File: src/rtl/rock_ramp_sequencer.sv
// Rock ramp sequencer: moves the rocking amplitude/frequency settings one
// step at a time toward a requested target at a tick-derived rate, dwells at
// the target, supports a ramp-to-zero stop and a latched fault state.
module rock_ramp_sequencer #(
    parameter int STEP_TICKS  = 4,
    parameter int DWELL_TICKS = 8
) (
    input  logic       clk,
    input  logic       reset,
    input  logic       tick,
    input  logic [2:0] tgt_amp,
    input  logic [2:0] tgt_freq,
    input  logic       tgt_valid,
    output logic       tgt_ready,
    input  logic       stop,
    input  logic       error_in,
    output logic [2:0] amp,
    output logic [2:0] freq,
    output logic       busy,
    output logic       settled,
    output logic       fault
);

    typedef enum logic [2:0] {
        IDLE     = 3'd0,
        RAMP     = 3'd1,
        DWELL    = 3'd2,
        STOPPING = 3'd3,
        FAULT    = 3'd4
    } state_t;

    localparam logic [7:0] STEP_LAST  = 8'(STEP_TICKS - 1);
    localparam logic [7:0] DWELL_LAST = 8'(DWELL_TICKS - 1);

    state_t     state, next_state;
    logic [2:0] next_amp, next_freq;
    logic [2:0] goal_amp, goal_freq, next_goal_amp, next_goal_freq;
    logic [7:0] tick_cnt, next_tick_cnt;
    logic       next_settled;
    logic       step_due;

    // One unit toward the goal; holds when already there, so no overshoot or wrap.
    function automatic logic [2:0] step_toward(input logic [2:0] cur, input logic [2:0] goal);
        if (cur < goal)
            return cur + 3'd1;
        else if (cur > goal)
            return cur - 3'd1;
        else
            return cur;
    endfunction

    assign tgt_ready = (state == IDLE) & ~stop & ~error_in;
    assign busy      = (state != IDLE);
    assign fault     = (state == FAULT);
    assign step_due  = tick && (tick_cnt == STEP_LAST);

    // State register and all datapath registers, cleared asynchronously.
    always_ff @(posedge clk or negedge reset) begin
        if (!reset) begin
            state     <= IDLE;
            amp       <= 3'd0;
            freq      <= 3'd0;
            goal_amp  <= 3'd0;
            goal_freq <= 3'd0;
            tick_cnt  <= 8'd0;
            settled   <= 1'b0;
        end else begin
            state     <= next_state;
            amp       <= next_amp;
            freq      <= next_freq;
            goal_amp  <= next_goal_amp;
            goal_freq <= next_goal_freq;
            tick_cnt  <= next_tick_cnt;
            settled   <= next_settled;
        end
    end

    // Next-state and next-register logic; error overrides everything after the case.
    always_comb begin
        next_state     = state;
        next_amp       = amp;
        next_freq      = freq;
        next_goal_amp  = goal_amp;
        next_goal_freq = goal_freq;
        next_tick_cnt  = tick_cnt;
        next_settled   = settled;

        case (state)
            IDLE: begin
                if (stop) begin
                    // Already at zero means nothing to ramp down: stay idle
                    // so a held stop does not bounce between states.
                    next_goal_amp  = 3'd0;
                    next_goal_freq = 3'd0;
                    next_tick_cnt  = 8'd0;
                    next_settled   = 1'b0;
                    if (amp != 3'd0 || freq != 3'd0)
                        next_state = STOPPING;
                end else if (tgt_valid && tgt_ready) begin
                    next_goal_amp  = tgt_amp;
                    next_goal_freq = tgt_freq;
                    next_tick_cnt  = 8'd0;
                    next_settled   = 1'b0;
                    next_state     = RAMP;
                end
            end
            RAMP: begin
                if (stop) begin
                    next_goal_amp  = 3'd0;
                    next_goal_freq = 3'd0;
                    next_tick_cnt  = 8'd0;
                    next_settled   = 1'b0;
                    next_state     = STOPPING;
                end else if (amp == goal_amp && freq == goal_freq) begin
                    next_tick_cnt = 8'd0;
                    next_state    = DWELL;
                end else if (step_due) begin
                    next_amp      = step_toward(amp, goal_amp);
                    next_freq     = step_toward(freq, goal_freq);
                    next_tick_cnt = 8'd0;
                end else if (tick) begin
                    next_tick_cnt = tick_cnt + 8'd1;
                end
            end
            DWELL: begin
                if (stop) begin
                    next_goal_amp  = 3'd0;
                    next_goal_freq = 3'd0;
                    next_tick_cnt  = 8'd0;
                    next_settled   = 1'b0;
                    next_state     = STOPPING;
                end else if (tick) begin
                    if (tick_cnt == DWELL_LAST) begin
                        next_tick_cnt = 8'd0;
                        next_settled  = 1'b1;
                        next_state    = IDLE;
                    end else begin
                        next_tick_cnt = tick_cnt + 8'd1;
                    end
                end
            end
            STOPPING: begin
                if (amp == 3'd0 && freq == 3'd0) begin
                    next_tick_cnt = 8'd0;
                    next_state    = IDLE;
                end else if (step_due) begin
                    next_amp      = step_toward(amp, goal_amp);
                    next_freq     = step_toward(freq, goal_freq);
                    next_tick_cnt = 8'd0;
                end else if (tick) begin
                    next_tick_cnt = tick_cnt + 8'd1;
                end
            end
            FAULT: begin
                next_amp  = 3'd0;
                next_freq = 3'd0;
            end
            default: next_state = IDLE;
        endcase

        if (error_in) begin
            next_state    = FAULT;
            next_amp      = 3'd0;
            next_freq     = 3'd0;
            next_settled  = 1'b0;
            next_tick_cnt = 8'd0;
        end
    end

endmodule

File: config.mk
export PLATFORM = sky130hd
export DESIGN_NAME = rock_ramp_sequencer
export DESIGN_NICKNAME = d
export VERILOG_FILES = /design/src/rtl/rock_ramp_sequencer.sv
export SDC_FILE = /design/constraint.sdc
export NUM_CORES = 1
export LEC_CHECK = 0
export CORE_MARGIN = 2
export CORE_UTILIZATION = 40
export DETAILED_ROUTE_END_ITERATION = 12
export PLACE_DENSITY = 0.67
export SLEW_MARGIN = 30
export SYNTH_ARGS = -nofsm -noshare
export SYNTH_HDL_FRONTEND = slang
export SYNTH_SLANG_ARGS = --single-unit
File: constraint.sdc
create_clock -name clk -period 7 [get_ports clk]
set_input_delay 1.05 -clock clk [delete_from_list [all_inputs] [get_ports clk]]
set_output_delay 1.05 -clock clk [all_outputs]
set_load 0.005 [all_outputs]
======== After elaboration in Yosys (flattened, before gate mapping) ========
Index checks and enable logic that the tools add are counted.
operators by class
  reduce and logical (&&, ||, !) cells .... 21
  multiplexer cells ....................... 54
  equal/unequal tests ..................... 21
  add/subtract/negate cells ............... 5
  $lt $le $gt $ge ......................... 4
  bitwise logic cells ..................... 4
operator list
  cell                                                                      number
  8-bit 2-to-1 mux                                                          11
  3-bit 2-to-1 mux                                                          29
  8-bit one-hot mux with 4 select lines                                     1
  3-bit one-hot mux with 3 select lines                                     2
  3-bit inequality test (second input constant)                             5
  3-bit one-hot mux with 5 select lines                                     1
  4-bit inequality test (second input constant)                             3
  3-bit one-hot mux with 2 select lines                                     2
  3-bit logical NOT                                                         3
  3-bit nonzero test                                                        3
  8-bit by 1-bit adder with 8-bit output (second input constant)            1
  8-bit by 2-bit equality test with 1-bit output (second input constant)    1
  8-bit by 3-bit equality test with 1-bit output (second input constant)    1
  4-bit by 3-bit inequality test with 1-bit output (second input constant)  2
  4-bit nonzero test                                                        2
  1-bit 2-to-1 mux                                                          7
  7-bit AND reduction                                                       1
  3-bit by 1-bit adder with 3-bit output (second input constant)            2
  3-bit by 2-bit equality test with 1-bit output (second input constant)    2
  3-bit equality test                                                       2
  3-bit > comparator                                                        2
  3-bit < comparator                                                        2
  3-bit AND reduction                                                       2
  3-bit by 1-bit subtractor with 3-bit output (second input constant)       2
  other kinds (15)                                                          20
word-level totals
  bits in registers ....................... 24
  word-level logic and storage cells ...... 116
  input port bits ......................... 12

======== Longest topological paths before layout ========
  depth in word-level cells ............... 8
  depth in mapped cells ................... 9

======== Worst setup path after synthesis ========
OpenSTA, ideal clock, no wires.
  path type ............................... input port to output port
  start point ............................. in stop
  end point ............................... out tgt_ready
  stages .................................. 2
  data arrival time ....................... 1.589 ns
  slack ................................... 4.361 ns
  path buffers ............................ 0
  cell sequence ........................... or3_1 -> nor3_1
on the way
  cells in the longest elaborated chain, start to end .. 3
RTL lines
  element                 line  text
  start, declared         15    input logic stop,
  1-bit NOT               52    assign tgt_ready = (state == IDLE) & ~stop & ~error_in;
  1-bit AND (2 in a row)  52
  end, declared           14    output logic tgt_ready,
No other way between the ends.

======== Worst setup path in the final report ========
Same ends and word-level chain as after synthesis.

==> results.sh <==
export IMPL_run_status="completed"
export IMPL_syn_instance_count=217
export IMPL_synth_edf_count=0
export IMPL_gp_congestion=0.839
export IMPL_placed_cell_area_um2=2070
export IMPL_post_route_cell_area_um2=2140
export IMPL_worst_setup_hold_path_clk_slew_ns=0.09
export IMPL_critical_path_required_time_ns=5.95
export IMPL_pre_cts_ws_ns=3.19
export IMPL_synthesis_area_um2=1850
export IMPL_timing_final_setup_violations=0
export IMPL_synth_flop_cell="sky130_fd_sc_hd__dfrtp_1"
export IMPL_synthesis_area_per_instance_um2=8.54
export IMPL_ios=22
export IMPL_path_common_cell="sky130_fd_sc_hd__clkdlybuf4s50_1"
export IMPL_core_region_area_um2=4410
export IMPL_drcViolationCount=0
export IMPL_vias_per_cell=5.78
export IMPL_postLayoutSetupSlackWorst_ns=3.17
export IMPL_finalWorstPathRequiredPeriod_ns=3.83
export IMPL_number_of_failing_hold_endpoints_at_the_final_stage=0
export IMPL_fin_nets=256
export IMPL_routed_wirelength_mm=4.39
export IMPL_critPathLaunchType="input pin"
export IMPL_post_cts_hold_buffer_count=0
export IMPL_synth_cell_type_count=51
export IMPL_via_count_of_the_first_global_routing_pass=1614
export IMPL_die_extent_in_x_um=72.1
export IMPL_setup_total_negative_slack_ns=0
export IMPL_initial_cell_density_of_the_core_pct=42.0
export IMPL_total_via_count_after_detailed_routing=1653
export IMPL_timing_critical_path_to_type="output port"
export IMPL_grt_overflow_total=0
export IMPL_leakage_uw=0.000829
export IMPL_maxCapViolCount=0
export IMPL_clock_insertion_delay_worst_skew_ns=0.27
export IMPL_chipHeight_um=72.1
export IMPL_worst_path_largest_cell_delay_ns=0.61
export IMPL_layout_filler_cells=422
export IMPL_synth_area_leader_cell="sky130_fd_sc_hd__dfrtp_1"
export IMPL_synth_area_leaders="sky130_fd_sc_hd__dfrtp_1 32%, sky130_fd_sc_hd__o21ai_0 5.4%, sky130_fd_sc_hd__inv_1 4.9%"
export IMPL_rows=24
export IMPL_peakVddDrop_mv=0.107
export IMPL_cts_repair_resize_count=0
export IMPL_globalRouteTotalUtil_pct=18.3
export IMPL_clkSinkCount=24
export IMPL_first_pass_grt_wire_length_mm=7.63
export IMPL_fmax_mhz=261
export IMPL_portBuffers=21
export IMPL_fraction_of_layout_cells_with_a_size_suffix_above_1_pct=8.97
export IMPL_synthesis_nets=238
export IMPL_slew_limit_headroom_pct=42.8
export IMPL_crit_slowest_cell="sky130_fd_sc_hd__clkdlybuf4s50_1"
export IMPL_p_per_area_nw_per_um2=232
export IMPL_timing_clock_skew_ns=0.00434
export IMPL_synth_yosys_seq_area_share_pct=32.4
export IMPL_yosysWarnings=0
export IMPL_first_iter_violations=156
export IMPL_detail_route_wl_per_cell_um=15.3
export IMPL_pin_count_of_the_biggest_net_entering_global_routing=25
export IMPL_dp_final_hpwl_mm=3.26
export IMPL_tritoncts_clock_tree="yes"
export IMPL_num_antenna_cells=0
export IMPL_cts_setup_buffers=0
export IMPL_cts_htree_levels=1
export IMPL_clk_root_buffer_cell="sky130_fd_sc_hd__clkbuf_8"
export IMPL_top_fanout_value_on_the_critical_path=12
export IMPL_synth_seq_cells=24
export IMPL_drv_slew=0
export IMPL_fp_dieArea_um2=5190
export IMPL_synthesis_to_layout_area_growth_pct=15.7
export IMPL_synthArstFlopShare_pct=100
export IMPL_grt_antenna_before_repair=0
export IMPL_rsz0062_at_grt="false"
export IMPL_timing_worst_slew_pin_value_ns=0.857
export IMPL_route_antenna_remaining_nets=0
export IMPL_crit_path_kind="input pin to output port"
export IMPL_post_synth_top_area_fraction_pct=32.4
export IMPL_clockBufferDepth=2
export IMPL_final_hold_worst_slack_ns=0.545
export IMPL_drt_pre_antenna_iters=4
export IMPL_period_share_pct=54.8
export IMPL_cts_inserted_buffers=3
export IMPL_min_delay_path_class="flip-flop to flip-flop"
export IMPL_crit_arrival_ns=2.78
export IMPL_crit_chain="clkdlybuf4s50_1 -> or3_1 -> nor3_1 -> clkdlybuf4s50_1"
==> logic make-up after synthesis <==
kind of cell / after synthesis / share of synthesized area [%]
AOI/OAI and AO/OA: 77 / 29.0
and+or+nand+nor: 71 / 21.9
buffers and inverters: 33 / 8.30
DFF: 24 / 32.4
adders and majority gates: 9 / 6.89
muxes: 2 / 1.08
xor gates and xnor gates: 1 / 0.473
==> cell usage in the layout, fill, tap and decap left out, drive strengths merged, types with 4 or more instances in the layout <==
cell	count
a21oi	9
inv	24
a22oi	5
and2	5
clkdlybuf4s50	21
o21a	5
nor3	4
or3	5
and3	6
nand3	15
ha	7
nor2	10
nand2	12
a211oi	5
o211ai	9
o21ai	23
dfrtp	24
==> synthesized netlist by cell type (4+ instances only) <==
library cell and n:
sky130_fd_sc_hd__a21oi_1 9, sky130_fd_sc_hd__a22oi_1 5, sky130_fd_sc_hd__and2_1 4, sky130_fd_sc_hd__clkbuf_1 4, sky130_fd_sc_hd__dfrtp_1 24, sky130_fd_sc_hd__ha_1 7, sky130_fd_sc_hd__inv_1 24, sky130_fd_sc_hd__nand2_1 12
sky130_fd_sc_hd__nand3_1 15, sky130_fd_sc_hd__nor2_1 10, sky130_fd_sc_hd__o211ai_1 8, sky130_fd_sc_hd__o21a_1 5, sky130_fd_sc_hd__o21ai_0 20, sky130_fd_sc_hd__or3_1 5
==> per-stage QoR <==
stage | std cells | utilization, % | total power, µW
finish | 286 | 48.6 | 497
global route | 286 | 48.6 | 535
CTS | 286 | 48.6 | 502
detailed placement | 282 | 46.9 | 377
global placement | 282 | 46.9 | 371
floorplan | 217 | - | 326
==> report_power, final <==
part	internal (µW)	leakage [µW]	switching, µW
sequential	157	0.000324	26.0
clock	76.5	0.0000357	46.6
combinational	82.5	0.000469	109
total	316	0.000829	181
==> worst max-delay path, delay by kind of cell <==
| family | cells | cell delay (ns) |
|---|---|---|
| buffers and inverters | 2 | 1.13 |
| AND/OR/NAND/NOR | 2 | 0.60 |
==> flip-flops by register name, summed over array words and instances, names as in the netlist <==
name,count
tick_cnt,8
goal_amp,3
settled,1
goal_freq,3
amp,3
freq,3
state,3
==> layer usage <==
layer	GRT usage (%)	vias up	wire length [µm]
met5	0	-	0
met4	4.40	0	33
met3	1.81	2	163
met2	28.3	28	1970
met1	27.6	777	2220
li1	-	846	-
==> final timing paths <==
check                           cells past startpoint  slack (ns)                        to                      from
worst max-delay path                                4        3.17                 tgt_ready                      stop
worst min-delay path                                2        0.54  goal_freq[2]$_DFFE_PN0P_  goal_freq[2]$_DFFE_PN0P_
worst max register to register                      8        4.46       freq[2]$_DFFE_PN0P_       freq[1]$_DFFE_PN0P_
worst min register to register                      2        0.54  goal_freq[2]$_DFFE_PN0P_  goal_freq[2]$_DFFE_PN0P_
max in group asynchronous                           2        5.62       settled$_DFFE_PN0P_                     reset
min in group asynchronous                           2        1.14   goal_amp[0]$_DFFE_PN0P_                     reset
==> layout make-up <==
type	instances	area (µm²)	share of cell area [%]
multi-input cells	160	1100	51.3
inverters	24	90.1	4.20
repair buffers	22	218	10.2
flip-flops and latches	24	601	28.0
clock inverters	1	30.0	1.40
clock buffers	3	41.3	1.93
well taps	52	65.1	3.04
Power figures use the tool's default switching activity.
